**src/rtl/mac_kernel_sequencer.sv**
```systemverilog
// mac_kernel_sequencer: buffers one kernel window of signed operand pairs,
// streams them into a dsp_multiplier with clken control, and accumulates the
// returning products with saturation into a valid/ready window sum.
module mac_kernel_sequencer #(
    parameter int DATA_W  = 8,
    parameter int RES_W   = 16,
    parameter int DEPTH   = 9,
    parameter int MUL_LAT = 1,
    parameter int ACC_W   = 18
) (
    input  logic              clock,
    input  logic              aclr,
    input  logic              load_valid,
    output logic              load_ready,
    input  logic [DATA_W-1:0] load_a,
    input  logic [DATA_W-1:0] load_b,
    input  logic [DATA_W-1:0] bias,
    output logic              busy,
    output logic [DATA_W-1:0] mul_dataa,
    output logic [DATA_W-1:0] mul_datab,
    output logic [DATA_W-1:0] mul_sumin,
    output logic              mul_clken,
    input  logic [RES_W-1:0]  mul_result,
    output logic              out_valid,
    input  logic              out_ready,
    output logic [ACC_W-1:0]  out_sum
);

    localparam int CW = $clog2(DEPTH + 1);
    localparam int IW = $clog2(DEPTH);
    localparam int DW = (MUL_LAT > 1) ? $clog2(MUL_LAT) : 1;

    typedef enum logic [2:0] {IDLE, LOAD, ISSUE, DRAIN, OUTPUT} state_t;

    state_t state_q, state_d;

    logic [DATA_W-1:0] buf_a [DEPTH];
    logic [DATA_W-1:0] buf_b [DEPTH];

    logic [CW-1:0]      cnt;
    logic [IW-1:0]      idx;
    logic [IW-1:0]      idx_nxt;
    logic [DW-1:0]      dcnt;
    logic [ACC_W-1:0]   acc;
    logic [MUL_LAT-1:0] vld_pipe;
    logic               vld_in;

    logic accept, last_acc, issue_last, drain_last;
    logic [ACC_W:0] sum_w;
    logic [ACC_W-1:0] sum_sat;

    assign accept     = load_valid && load_ready;
    assign last_acc   = accept && (cnt == CW'(DEPTH - 1));
    assign issue_last = (idx == IW'(DEPTH - 1));
    assign drain_last = (dcnt == DW'(MUL_LAT - 1));
    assign idx_nxt    = idx + IW'(1);

    // One extra bit of headroom: a single RES_W add cannot overflow ACC_W+1,
    // so a mismatch of the top two bits identifies the saturation direction.
    assign sum_w = $signed({acc[ACC_W-1], acc}) + (ACC_W+1)'($signed(mul_result));

    // Clamp the widened sum back into ACC_W signed range
    always_comb begin
        sum_sat = sum_w[ACC_W-1:0];
        if (sum_w[ACC_W] != sum_w[ACC_W-1])
            sum_sat = sum_w[ACC_W] ? {1'b1, {(ACC_W-1){1'b0}}} : {1'b0, {(ACC_W-1){1'b1}}};
    end

    // State register
    always_ff @(posedge clock) begin
        if (aclr) state_q <= IDLE;
        else      state_q <= state_d;
    end

    // Next-state and control outputs
    always_comb begin
        state_d    = state_q;
        load_ready = 1'b0;
        busy       = 1'b0;
        mul_clken  = 1'b0;
        out_valid  = 1'b0;
        vld_in     = 1'b0;
        out_sum    = '0;
        unique case (state_q)
            IDLE: begin
                load_ready = !aclr;
                if (accept) state_d = last_acc ? ISSUE : LOAD;
            end
            LOAD: begin
                load_ready = !aclr;
                if (last_acc) state_d = ISSUE;
            end
            ISSUE: begin
                busy      = 1'b1;
                mul_clken = 1'b1;
                vld_in    = 1'b1;
                if (issue_last) state_d = DRAIN;
            end
            DRAIN: begin
                busy      = 1'b1;
                mul_clken = 1'b1;
                if (drain_last) state_d = OUTPUT;
            end
            OUTPUT: begin
                out_valid = 1'b1;
                out_sum   = acc;
                if (out_ready) state_d = IDLE;
            end
            default: state_d = IDLE;
        endcase
    end

    // Operand buffer; writes only on an accepted pair, so stray load_valid is harmless
    always_ff @(posedge clock) begin
        if (accept) begin
            buf_a[IW'(cnt)] <= load_a;
            buf_b[IW'(cnt)] <= load_b;
        end
    end

    // Counters, registered multiplier operands, valid pipe and accumulator
    always_ff @(posedge clock) begin
        if (aclr) begin
            cnt       <= '0;
            idx       <= '0;
            dcnt      <= '0;
            acc       <= '0;
            vld_pipe  <= '0;
            mul_dataa <= '0;
            mul_datab <= '0;
            mul_sumin <= '0;
        end else begin
            if (accept)
                cnt <= cnt + CW'(1);
            if (state_q == OUTPUT && out_ready)
                cnt <= '0;

            // Operands are registered one edge ahead so cycle k of ISSUE sees pair k
            if (last_acc) begin
                idx       <= '0;
                mul_dataa <= buf_a[0];
                mul_datab <= buf_b[0];
                mul_sumin <= bias;
            end else if (state_q == ISSUE) begin
                mul_sumin <= '0;
                if (issue_last) begin
                    dcnt      <= '0;
                    mul_dataa <= '0;
                    mul_datab <= '0;
                end else begin
                    idx       <= idx_nxt;
                    mul_dataa <= buf_a[idx_nxt];
                    mul_datab <= buf_b[idx_nxt];
                end
            end else if (state_q == DRAIN) begin
                dcnt <= dcnt + DW'(1);
            end

            // Valid pipe tracks the multiplier pipeline, so it only moves with clken
            if (mul_clken)
                vld_pipe <= MUL_LAT'({vld_pipe, vld_in});

            if (vld_pipe[MUL_LAT-1])
                acc <= sum_sat;
            if (last_acc)
                acc <= '0;
        end
    end

endmodule

```
**config.mk**
```make
export PLATFORM = sky130hd
export DESIGN_NAME = mac_kernel_sequencer
export DESIGN_NICKNAME = d
export VERILOG_FILES = /design/src/rtl/mac_kernel_sequencer.sv
export SDC_FILE = /design/constraint.sdc
export NUM_CORES = 1
export LEC_CHECK = 0
export ABC_CLOCK_PERIOD_IN_PS = 2900
export BUFFER_PORTS_ARGS = -buffer_cell sky130_fd_sc_hd__buf_2
export CORE_UTILIZATION = 51
export CTS_BUF_LIST = sky130_fd_sc_hd__clkbuf_4 sky130_fd_sc_hd__clkbuf_8
export DETAILED_ROUTE_END_ITERATION = 12
export GPL_TIMING_DRIVEN = 0
export MAX_ROUTING_LAYER = met4
export PLACE_DENSITY = 0.82
export SETUP_SLACK_MARGIN = 0.5
export SLEW_MARGIN = 10
export SYNTH_ARGS = -nofsm -noshare
export SYNTH_HDL_FRONTEND = slang
export SYNTH_SLANG_ARGS = --single-unit
```
**constraint.sdc**
```tcl
create_clock -name clock -period 2.9 [get_ports clock]
set_input_delay 0.435 -clock clock [delete_from_list [all_inputs] [get_ports clock]]
set_output_delay 0.435 -clock clock [all_outputs]
set_load 0.01 [all_outputs]
```
==> impl_metrics.tcl <==
set metrics [dict create \
    die_area_um2 18000 \
    drive_above_1_share_pct 31.9 \
    start_util_pct 52.9 \
    fillers 1227 \
    drv_cap 0 \
    gp_congestion 0.879 \
    period_share_pct 89.1 \
    fin_area_um2 10500 \
    worst_hold_path_type "in2reg" \
    vias 6182 \
    syn_inst 672 \
    grt_pass1_vias 6050 \
    cts_hold_buf 0 \
    coreArea_um2 16800 \
    power_density_nw_per_um2 502 \
    ys.flop_type "edfxtp_1" \
    crit_fanout 7 \
    grtUsageTotal_pct 24.3 \
    drv_slew 0 \
    routed_via_density 6.00 \
    tightest_slew_ns 0.650 \
    fin_cells 1031 \
    wl_per_cell_um 20.2 \
    netlist_area_um2 8890 \
    p_seq_share_pct 59.0 \
    synth_warnings 0 \
    grt_setup_unrepaired "true" \
    place_area_um2 9650 \
    yosysUniqueCellTypes 56 \
    ys_ff_latch 199 \
    diodes 0 \
    grt_pass1_wl_mm 31.6 \
    swShare_pct 25.0 \
    setup_viol 0 \
    cts_buffer_depth 2 \
    first_pass_iters 5 \
    drtIter0Drc 551 \
    multiInputGateArea_um2 3510 \
    syn_to_final_growth_pct 18.6 \
    fin_skew_ns 0.0153 \
    clock.fmax_ghz 0.387 \
    intPower_mw 3.98 \
    ir_worst_vdd_mv 0.367 \
    path_clk_slew_ns 0.10 \
    port_buffers 89 \
    utilization_pct 62.7 \
    async_flop_share_pct 0 \
    numCtsBuffers 17 \
    synthesis.nets 741 \
    cellLeakagePower_nw 3.75 \
    final_common_cell "edfxtp_1" \
    fp.dieH_um 134 \
    fin_crit_ns 2.58 \
    crit_type "reg2reg" \
    seq_area_um2 5430 \
    power_switching_mw 1.32 \
    grt_max_degree 26 \
    dp_hpwl_mm 12.9 \
    hold_viol 0 \
    final_cell_mix "edfxtp_1 (144), buf_2 (94), nand2_1 (69)" \
    dp.cells 981 \
    cts_max_level 4 \
    clk-insertion-delay-late_ns 0.47 \
    avgSynthCellArea_um2 13.2 \
    status "finished, final reports clean" \
    worst_setup_path_end_kind "register" \
    antenna_found_initial 0 \
    synth-edff-count 144 \
    power_mw 5.30 \
    cts_sinks 199 \
    p_comb_share_pct 7.4 \
    fin_setup_tns_ns 0 \
    slew_headroom_pct 56.6 \
    fin_nets 867 \
    pin_count 90 \
    cts_root_buffer "clkbuf_8" \
    rows 47 \
    die_x_um 134 \
    wl_mm 20.8 \
    crit_arrival_ns 2.91 \
    ant_nets 0 \
    overflow 0 \
    start_kind "register" \
    drc 0 \
    synth-seq-area-share_pct 61.0 \
    crit_required_ns 3.23 \
    cts_tree "yes" \
    pwr-share-clk_pct 33.6 \
]
## final timing paths
check,slack [ns],startpoint,to,depth (start not counted)
worst min-delay path,0.19,bias[4],mul_sumin[4],3
worst max-delay path,0.32,acc[0],acc[5],10
worst min register to register,0.47,mul_sumin[5],mul_sumin[5],2
worst max register to register,0.32,acc[0],acc[5],10
## per-layer routing
layer	global-route usage, %	vias up	wire length (um)
li1	-	2816	-
met4	10.0	0	408
met2	39.5	280	10500
met3	5.40	38	1500
met5	-	-	0
met1	29.5	3048	8390
## layout make-up
class	count	area share, %
flip-flops and latches	199	51.5
repair buffers	107	5.71
multi-input cells	422	33.3
clock inverters	14	1.52
well taps	220	2.61
clock buffers	18	2.29
plain buffers	38	2.61
inverters	13	0.522
## logic make-up after synthesis
logic type	synth area share [%]
DFF	61.0
and+or+nand+nor	9.66
AOI/OAI and AO/OA	11.0
buffers and inverters	2.36
muxes	10.2
adders and majority gates	4.11
xor gates and xnor gates	1.67
## sequential cells by signal, indices dropped and copies added (netlist names)
register / flops
buf_a: 72
idx: 4
mul_sumin: 8
mul_datab: 8
cnt: 4
acc: 18
state_q: 3
vld_pipe: 1
mul_dataa: 8
dcnt: 1
buf_b: 72
## worst max-delay path: stages (launching register included)
cell	delay, ns
dfxtp_2	0.35
ha_4	0.16
fa_2	0.34
a21o_1	0.23
a221oi_4	0.31
a21boi_2	0.14
o211ai_1	0.31
a32oi_4	0.23
clkbuf_8	0.22
o21ai_1	0.07
a31oi_1	0.09
## stage by stage
step           setup WS, ns  hold WS, ns
2_1_floorplan         0.449        0.474
3_3_place_gp        -0.0794        0.453
3_5_place_dp         -0.150        0.459
4_1_cts               0.423        0.165
5_1_grt               0.235        0.162
6_report              0.316        0.190
## Yosys cell counts (3+ instances only)
library cell,count,area [um2]
nor2b_1,3,18.8
buf_1,3,11.3
or3_1,3,18.8
mux2i_1,19,190
clkbuf_1,24,90.1
and2_1,33,206
nand3_1,30,150
o21ai_0,28,140
nand2_1,73,274
a211oi_1,3,22.5
xor2_1,7,61.3
a21oi_2,5,43.8
maj3_2,4,45.0
buf_2,9,45.0
a21o_1,6,45.0
a31oi_1,31,194
o211ai_1,19,143
xnor2_1,10,87.6
edfxtp_1,144,4320
ha_1,24,300
o21ai_1,10,50.1
o21a_1,3,22.5
a21oi_1,20,100
mux4_2,32,721
nor3_1,9,45.0
nor2_1,18,67.6
dfxtp_1,55,1100
inv_1,12,45.0
## what timing repair did
action	in CTS	in global routing
buffers inserted	11	4
resized for setup	72	21
setup endpoints to repair	92	193
gates cloned	3	0
pin swaps	36	6
## power by group through the flow
stage	registers, mW	logic (mW)	clock network, mW
global placement	3.19	0.333	0
detailed placement	3.19	0.342	0
floorplan	3.18	0.215	0
global route	3.13	0.427	1.90
finish	3.13	0.394	1.78
CTS	3.13	0.380	1.79
(Power assumes the default switching activity.)
